## src/rtl/jtag_frame_loader_if.sv

```systemverilog
// jtag_frame_loader_if
//   Bundles the mailbox-side and network-side signals of jtag_frame_loader.
//   Parameters mirror the loader so that widths agree at both ends.
//   Modports:
//     master : host/network side (drives iDATA, iNEXT, iFINISH, iBUSY, iCLR_ERR;
//              observes oIMAGE, oSTART, oCHUNK_IDX, oPENDING, oOVERRUN)
//     slave  : loader side (the reverse)
interface jtag_frame_loader_if #(
  parameter int WORD_W          = 32,
  parameter int WORDS_PER_CHUNK = 14,
  parameter int IMAGE_BITS      = 784
);
  localparam int CHUNK_BITS = WORD_W * WORDS_PER_CHUNK;
  localparam int NCHUNK     = (IMAGE_BITS + CHUNK_BITS - 1) / CHUNK_BITS;
  localparam int CIDX_W     = (NCHUNK > 1) ? $clog2(NCHUNK) : 1;

  logic [CHUNK_BITS-1:0] iDATA;
  logic                  iNEXT;
  logic                  iFINISH;
  logic                  iBUSY;
  logic                  iCLR_ERR;
  logic [IMAGE_BITS-1:0] oIMAGE;
  logic                  oSTART;
  logic [CIDX_W-1:0]     oCHUNK_IDX;
  logic                  oPENDING;
  logic                  oOVERRUN;

  modport master (
    output iDATA, iNEXT, iFINISH, iBUSY, iCLR_ERR,
    input  oIMAGE, oSTART, oCHUNK_IDX, oPENDING, oOVERRUN
  );

  modport slave (
    input  iDATA, iNEXT, iFINISH, iBUSY, iCLR_ERR,
    output oIMAGE, oSTART, oCHUNK_IDX, oPENDING, oOVERRUN
  );
endinterface

```

## src/rtl/jtag_frame_loader.sv

```systemverilog
// jtag_frame_loader
//   Assembles an IMAGE_BITS frame from successive chunks of a JTAG mailbox
//   register bank into a shadow buffer, then commits it to oIMAGE (with a
//   one-cycle oSTART strobe) once the network reports idle.
//   Ports:
//     iCLK    : clock, all state on rising edge
//     iRESETn : asynchronous active-low reset
//     mbox    : jtag_frame_loader_if.slave
//               iDATA/iNEXT/iFINISH  chunk data, chunk-valid level, last-chunk flag
//               iBUSY/iCLR_ERR       network busy, overrun clear
//               oIMAGE/oSTART        committed frame and its update strobe
//               oCHUNK_IDX/oPENDING  next chunk expected, frame waiting for idle
//               oOVERRUN             sticky: chunk arrived while pending
//   Build option: define LOADER_SYNC_EN to pass iNEXT/iFINISH through 2-flop
//   synchronisers (host writing from the TCK domain). Undefined: used directly.
module jtag_frame_loader #(
  parameter int WORD_W          = 32,
  parameter int WORDS_PER_CHUNK = 14,
  parameter int IMAGE_BITS      = 784
) (
  input  logic                iCLK,
  input  logic                iRESETn,
  jtag_frame_loader_if.slave  mbox
);
  localparam int CHUNK_BITS = WORD_W * WORDS_PER_CHUNK;
  localparam int NCHUNK     = (IMAGE_BITS + CHUNK_BITS - 1) / CHUNK_BITS;
  localparam int CIDX_W     = (NCHUNK > 1) ? $clog2(NCHUNK) : 1;
  localparam logic [CIDX_W-1:0] LAST_IDX = CIDX_W'(NCHUNK - 1);

  typedef enum logic {LOAD, PEND} state_t;

  state_t                state_q, state_d;
  logic                  nxt_s, fin_s, settled;
  logic                  nxt_d, armed, rise;
  logic                  load_en, commit, ovr_set;
  logic [IMAGE_BITS-1:0] shadow, image_q;
  logic [CIDX_W-1:0]     idx_q;
  logic                  start_q, overrun_q;

`ifdef LOADER_SYNC_EN
  logic       nxt_m, fin_m;
  logic [1:0] warm;

  // Synchroniser stage; warm marks when the sync chain reflects post-reset input
  always_ff @(posedge iCLK or negedge iRESETn) begin
    if (!iRESETn) begin
      nxt_m <= 1'b0;
      nxt_s <= 1'b0;
      fin_m <= 1'b0;
      fin_s <= 1'b0;
      warm  <= 2'b00;
    end else begin
      nxt_m <= mbox.iNEXT;
      nxt_s <= nxt_m;
      fin_m <= mbox.iFINISH;
      fin_s <= fin_m;
      warm  <= {warm[0], 1'b1};
    end
  end
  assign settled = warm[1];
`else
  assign nxt_s   = mbox.iNEXT;
  assign fin_s   = mbox.iFINISH;
  assign settled = 1'b1;
`endif

  // Edge-detect stage. armed blocks a level that was already high when reset
  // released from looking like a rise: it must first be seen low.
  always_ff @(posedge iCLK or negedge iRESETn) begin
    if (!iRESETn) begin
      nxt_d <= 1'b0;
      armed <= 1'b0;
    end else begin
      nxt_d <= nxt_s;
      if (settled && !nxt_s) armed <= 1'b1;
    end
  end
  assign rise = nxt_s & ~nxt_d & armed;

  always_ff @(posedge iCLK or negedge iRESETn) begin
    if (!iRESETn) state_q <= LOAD;
    else          state_q <= state_d;
  end

  always_comb begin
    state_d = state_q;
    load_en = 1'b0;
    commit  = 1'b0;
    ovr_set = 1'b0;
    case (state_q)
      LOAD: begin
        if (rise) begin
          load_en = 1'b1;
          if (fin_s || (idx_q == LAST_IDX)) state_d = PEND;
        end
      end
      PEND: begin
        // A rise here (including on the commit edge) is dropped as an overrun
        if (rise) ovr_set = 1'b1;
        if (!mbox.iBUSY) begin
          commit  = 1'b1;
          state_d = LOAD;
        end
      end
      default: state_d = LOAD;
    endcase
  end

  // Capture / commit stage
  always_ff @(posedge iCLK or negedge iRESETn) begin
    if (!iRESETn) begin
      shadow    <= '0;
      image_q   <= '0;
      idx_q     <= '0;
      start_q   <= 1'b0;
      overrun_q <= 1'b0;
    end else begin
      start_q <= commit;
      if (commit) begin
        image_q <= shadow;
        shadow  <= '0;
      end else if (load_en) begin
        // Bit i belongs to chunk i/CHUNK_BITS; bits past IMAGE_BITS never exist
        for (int i = 0; i < IMAGE_BITS; i++) begin
          if (int'(idx_q) == i / CHUNK_BITS) shadow[i] <= mbox.iDATA[i % CHUNK_BITS];
        end
      end
      if (load_en) begin
        if (state_d == PEND) idx_q <= '0;
        else                 idx_q <= idx_q + 1'b1;
      end
      if (ovr_set)            overrun_q <= 1'b1;
      else if (mbox.iCLR_ERR) overrun_q <= 1'b0;
    end
  end

  assign mbox.oIMAGE     = image_q;
  assign mbox.oSTART     = start_q;
  assign mbox.oCHUNK_IDX = idx_q;
  assign mbox.oPENDING   = (state_q == PEND);
  assign mbox.oOVERRUN   = overrun_q;
endmodule
```

## src/flat_wrapper.sv

```systemverilog
// flat-port wrapper written by rule: the top's interface ports become plain ports
module jtag_frame_loader_flat 
#(
  parameter int WORD_W          = 32,
  parameter int WORDS_PER_CHUNK = 14,
  parameter int IMAGE_BITS      = 784
)
  (iCLK, iRESETn, mbox_iDATA, mbox_iNEXT, mbox_iFINISH, mbox_iBUSY, mbox_iCLR_ERR, mbox_oIMAGE, mbox_oSTART, mbox_oCHUNK_IDX, mbox_oPENDING, mbox_oOVERRUN);
  jtag_frame_loader_if #(.WORD_W(WORD_W), .WORDS_PER_CHUNK(WORDS_PER_CHUNK), .IMAGE_BITS(IMAGE_BITS)) mbox_i ();
  input  logic iCLK;
  input  logic iRESETn;
  input wire logic [$bits(mbox_i.iDATA)-1:0] mbox_iDATA;
  input wire logic [$bits(mbox_i.iNEXT)-1:0] mbox_iNEXT;
  input wire logic [$bits(mbox_i.iFINISH)-1:0] mbox_iFINISH;
  input wire logic [$bits(mbox_i.iBUSY)-1:0] mbox_iBUSY;
  input wire logic [$bits(mbox_i.iCLR_ERR)-1:0] mbox_iCLR_ERR;
  output wire logic [$bits(mbox_i.oIMAGE)-1:0] mbox_oIMAGE;
  output wire logic [$bits(mbox_i.oSTART)-1:0] mbox_oSTART;
  output wire logic [$bits(mbox_i.oCHUNK_IDX)-1:0] mbox_oCHUNK_IDX;
  output wire logic [$bits(mbox_i.oPENDING)-1:0] mbox_oPENDING;
  output wire logic [$bits(mbox_i.oOVERRUN)-1:0] mbox_oOVERRUN;
  assign mbox_i.iDATA = mbox_iDATA;
  assign mbox_i.iNEXT = mbox_iNEXT;
  assign mbox_i.iFINISH = mbox_iFINISH;
  assign mbox_i.iBUSY = mbox_iBUSY;
  assign mbox_i.iCLR_ERR = mbox_iCLR_ERR;
  assign mbox_oIMAGE = mbox_i.oIMAGE;
  assign mbox_oSTART = mbox_i.oSTART;
  assign mbox_oCHUNK_IDX = mbox_i.oCHUNK_IDX;
  assign mbox_oPENDING = mbox_i.oPENDING;
  assign mbox_oOVERRUN = mbox_i.oOVERRUN;
  jtag_frame_loader #(.WORD_W(WORD_W), .WORDS_PER_CHUNK(WORDS_PER_CHUNK), .IMAGE_BITS(IMAGE_BITS)) u_core (.iCLK(iCLK), .iRESETn(iRESETn), .mbox(mbox_i));
endmodule
```

## config.mk

```make
export PLATFORM = sky130hd
export DESIGN_NAME = jtag_frame_loader_flat
export DESIGN_NICKNAME = d
export VERILOG_FILES = /design/src/rtl/jtag_frame_loader_if.sv /design/src/rtl/jtag_frame_loader.sv /design/src/flat_wrapper.sv
export SDC_FILE = /design/constraint.sdc
export NUM_CORES = 2
export LEC_CHECK = 0
export BUFFER_PORTS_ARGS = -buffer_cell sky130_fd_sc_hd__buf_4
export CORE_AREA = 2 2 477 479
export CTS_BUF_LIST = sky130_fd_sc_hd__clkbuf_4
export DETAILED_ROUTE_END_ITERATION = 7
export DIE_AREA = 0 0 479 481
export PLACE_DENSITY = 0.46
export SLEW_MARGIN = 0
export SYNTH_ARGS = -nofsm -noshare
export SYNTH_HDL_FRONTEND = slang
export SYNTH_SLANG_ARGS = --single-unit
```

## constraint.sdc

```tcl
create_clock -name iCLK -period 3.7 [get_ports iCLK]
set_clock_uncertainty 0.05 [all_clocks]
set_input_delay 0.74 -clock iCLK [delete_from_list [all_inputs] [get_ports iCLK]]
set_output_delay 0.74 -clock iCLK [all_outputs]
set_load 0.02 [all_outputs]
```

# Word-level counts from Yosys, hierarchy flattened
# Cells that the tools add are included.
[totals] register_bits=1574 input_bits=454 out_inout_bits=788 elab_cells=819
[op_classes] addsub=1 n_eq_ne=1 n_mux=798 bitwise=4 reduce_logical=6
[op_table] cell="784-bit two-way mux" count=2
[op_table] cell="1-bit two-way mux" count=795
[op_table] cell="2-bit nonzero test" count=3
[op_table] cell="2-bit AND reduction" count=2
[op_table] cell="1-bit bitwise AND" count=2
[op_table] cell="2-bit by 1-bit != test with 1-bit output (second input constant)" count=1
[op_table] cell="1-bit NOT" count=2
[op_table] cell="1-bit one-hot mux with 2 select lines" count=1
[op_table] cell="1-bit adder (second input constant)" count=1
[op_table] cell="1-bit logical OR" count=1

# Logic depth before layout (Yosys ltp)
[depth] ltp_word=7 ltp_mapped=7 mapped_depth_nobuf=4

# Worst setup path after synthesis
# OpenSTA, ideal clock, no wires.
[synth_path] path_kind="input to register" from="input mbox_iNEXT" to="register u_core.shadow[643]" setup_time_ns=0.123 t_arrival_ns=1.668 required_ns=3.527 setup_slack_ns=1.859 path_stages=6 path_buffers=3 cell_sequence="and3b_1 > and3_1 > buf_2 > buf_2 > buf_2 > o21ai_1"
[synth_between] elab_chain_len=6
[synth_rtl] item="from (decl)" line_no="flat_wrapper.sv:13" rtl="input wire logic [$bits(mbox_i.iNEXT)-1:0] mbox_iNEXT;"
[synth_rtl] item="1-bit bitwise AND (2 in a row)" line_no="jtag_frame_loader.sv:78" rtl="assign rise = nxt_s & ~nxt_d & armed;"
[synth_rtl] item="1-bit two-way mux" line_no="jtag_frame_loader.sv:92" rtl="if (rise) begin"
[synth_rtl] item="1-bit two-way mux" line_no="jtag_frame_loader.sv:90" rtl="case (state_q)"
[synth_rtl] item="2-bit nonzero test (no source line)"
[synth_rtl] item="2-bit AND reduction (no source line)"
[synth_rtl] item="to (decl)" line_no="jtag_frame_loader.sv:36" rtl="logic [IMAGE_BITS-1:0] shadow, image_q;"
# No other way between the ends.
# A chain may end at the register's enable or synchronous reset.

# Worst setup path after layout
[layout_path] from="register u_core.idx_q, in the netlist u_core.mbox.oCHUNK_IDX" to="output mbox_oCHUNK_IDX"
[layout_lines] item="from (decl)" line_no="jtag_frame_loader.sv:37" rtl="logic [CIDX_W-1:0] idx_q;"
[layout_lines] item="from (signal assigned)" line_no="jtag_frame_loader.sv:130" rtl="else idx_q <= idx_q + 1'b1;"
[layout_lines] item="to (decl)" line_no="flat_wrapper.sv:19" rtl="output wire logic [$bits(mbox_i.oCHUNK_IDX)-1:0] mbox_oCHUNK_IDX;"
# No word-level cell between the ends.

==> results.toml <==
[worst_setup_path]
reg2reg_to = "u_core.shadow[467]$_DFFE_PN0P_"
cp_cell_sequence = "buf_4"
critPathLaunchType = "flip-flop"
reg2reg_from = "u_core.mbox.oCHUNK_IDX$_DFFE_PN0P_"
critPathArrivalTime_ps = 2580
cp_slowest_cell = "dfrtp_4"
worst_r2r_path_depth = 4
cp.required_ps = 2910
critical-path-top-delay-family = "flip-flops"
cp_max_fo = 45
critPathKind = "reg2out"
r2r_slack_ps = 920
endpoint_kind = "output pin"
cpPeakStageDelay_ps = 970
worst-path-buf-inv = 1

[synthesis]
syn_nets = 7269
avgSynthCellArea_sq_um = 9.21
async_flop_share_pct = 100
synth_top_area_cell = "dfrtp_1"
ys_ff_latch = 1574
synth_area_sq_mm = 0.0628
synthFlopType = "dfrtp_1"
synth_cell_types = 22
synth-edff-count = 0
syn_inst = 6815
ys_warn_count = 0
synth_top_area_share_pct = 62.7
netlist_top_cells_area = "dfrtp_1 63%, nand2_1 19%, o21ai_1 5.7%"
yosysSeqAreaShare_pct = 62.7
synth.most_common_cell = "nand2_1"
synthTopCellsByCount = "3137 x nand2_1, 1574 x dfrtp_1, 712 x o21ai_1, 448 x nand3b_1, 336 x nand3_1"

[floorplanning]
start_util_pct = 27.8
design.core.area_sq_mm = 0.226
num_rows = 175
ios = 1242
die_h_um = 481
die_area_sq_mm = 0.230
die_w_um = 479

[sta]
slew_headroom_pct = 38.1
period_minus_slack_ps = 3370
rsz0062_at_grt = "no"
finalCritPeriodShare_pct = 91.2
fin_tns_setup_ps = 0
tightest_slew_ps = 928
max_freq_mhz = 296
hold_violations = 0
slew_violations = 0
report.final.setup_viol = 0

[hold_path]
min_from = "mbox_iDATA[74]"
min_path_cells = 4
hold_class = "in2reg"
min_to = "u_core.shadow[74]$_DFFE_PN0P_"

[detailed_routing]
ant_nets = 0
vias_per_cell = 4.62
wl_mm = 259
drt_iter0_markers = 4133
first_pass_iters = 7
drc = 0
wl_per_cell_um = 21.0
vias = 56900

[clock_network]
clk_pin_slew_worst_paths_ps = 60
numCtsBuffers = 455
post_cts_buffers = 0
clock_sinks = 1574
h-tree-depth = 5
clock_path_buffers = 4
root_buffer = "clkbuf_4"
ctsResizeCount = 0
clock_latency_ps = 1410
cts_tree = "done"

[cells_and_area]
layout.cells.non_filler = 12300
utilization_pct = 39.5
fin_nets = 9419
drive_above_1_share_pct = 22.2
synthToLayoutAreaGrowth_pct = 42.0

[placed_design]
place_hpwl_mm = 169
io_buffer_count = 1241
globalplace.congestion = 0.851
dp_cells = 10700

[pwr]
leakage_nw = 45.0
powerDensity_mw_per_mm2 = 799
ir_drop_mv = 0.397

[global_routing]
met1_usage_pct = 28.3
antenna_found_initial = 49
grt_pass1_wl_mm = 384
grt_max_degree = 175
grt_overflow = 0
busiest_layer = "met2"
grt_use_met3_pct = 7.93
grt_use_met2_pct = 33.5
grt_use_total_pct = 21.9
grt_pass1_vias = 58300

[status]
status = "completed"

[flow_run]
cap_violations = 0
==> worst max-delay path by stage <==
stage                                            start                        endpoint  slack [ps]  cells past startpoint
floorplan                                   mbox_iNEXT  u_core.shadow[643]$_DFFE_PN0P_        1860                      6
global placement                            mbox_iNEXT  u_core.shadow[752]$_DFFE_PN0P_         980                      6
detailed placement                          mbox_iNEXT  u_core.shadow[361]$_DFFE_PN0P_         940                      6
CTS                 u_core.mbox.oCHUNK_IDX$_DFFE_PN0P_                 mbox_oCHUNK_IDX          40                      1
global route        u_core.mbox.oCHUNK_IDX$_DFFE_PN0P_                 mbox_oCHUNK_IDX          90                      1
finish              u_core.mbox.oCHUNK_IDX$_DFFE_PN0P_                 mbox_oCHUNK_IDX         330                      1
==> final cells by class <==
type / instances / area [sq um]
fill: 23100 / 137000
sequential: 1574 / 39400
multi-input combinational: 4716 / 20800
timing repair buffer: 2215 / 19500
clock buffer: 675 / 5070
tap: 3009 / 3760
clock inverter: 82 / 460
antenna: 42 / 105
inverter: 3 / 18.8
==> flip-flops by register name, summed over array words and instances (netlist names) <==
signal                  count
u_core.mbox.oIMAGE        784
u_core.mbox.oSTART          1
u_core.shadow             784
u_core.mbox.oCHUNK_IDX      1
u_core.mbox.oPENDING        1
u_core.armed                1
u_core.nxt_d                1
u_core.mbox.oOVERRUN        1
==> placed cells by master (no fill, tap or decap), types with 2 or more instances in the layout <==
cell	count
nand2_1	3137
dfrtp_1	1573
buf_4	1300
dlygate4sd3_1	856
o21ai_1	712
clkbuf_4	675
nand3b_1	448
nand3_1	336
o21ai_0	74
clkinv_1	64
buf_12	57
diode_2	42
inv_6	4
bufinv_16	4
clkinv_2	4
clkinv_4	3
inv_1	2
clkinvlp_4	2
buf_16	2
==> power by group <==
part | internal (W) | switching [W]
logic | 0.00949 | 0.0167
clock network | 0.00850 | 0.00775
registers | 0.0242 | 0.00463
total | 0.0422 | 0.0291
==> what timing repair did <==
item                       in CTS  in global routing
hold endpoints to repair     2396                  0
setup endpoints to repair       0                  0
hold buffers                  857                  0
==> routing by layer <==
metal | vias to the layer above | part of all wire (%)
met5 | - | 0.057
met4 | 24 | 3.5
met3 | 457 | 9.1
met2 | 2006 | 45
met1 | 27900 | 42
li1 | 26500 | -
==> kinds of logic after synthesis <==
kind of cell	after synthesis	synth area share, %
flops	1574	62.7
mux	1	0.0179
simple gates	3928	26.9
buf+inv	525	4.09
compound gates	787	6.27
==> stage by stage <==
stage	setup WS, ps	total power, W	hold slack, ps	area, sq um
after floorplan	1860	0.0416	389	62800
after global placement	981	0.0543	394	74900
after detailed placement	938	0.0547	397	74900
after CTS	36.0	0.0723	0.191	89100
after global routing	90.4	0.0762	48.4	89200
final	326	0.0713	211	89200
Power figures use the tool's default switching activity.
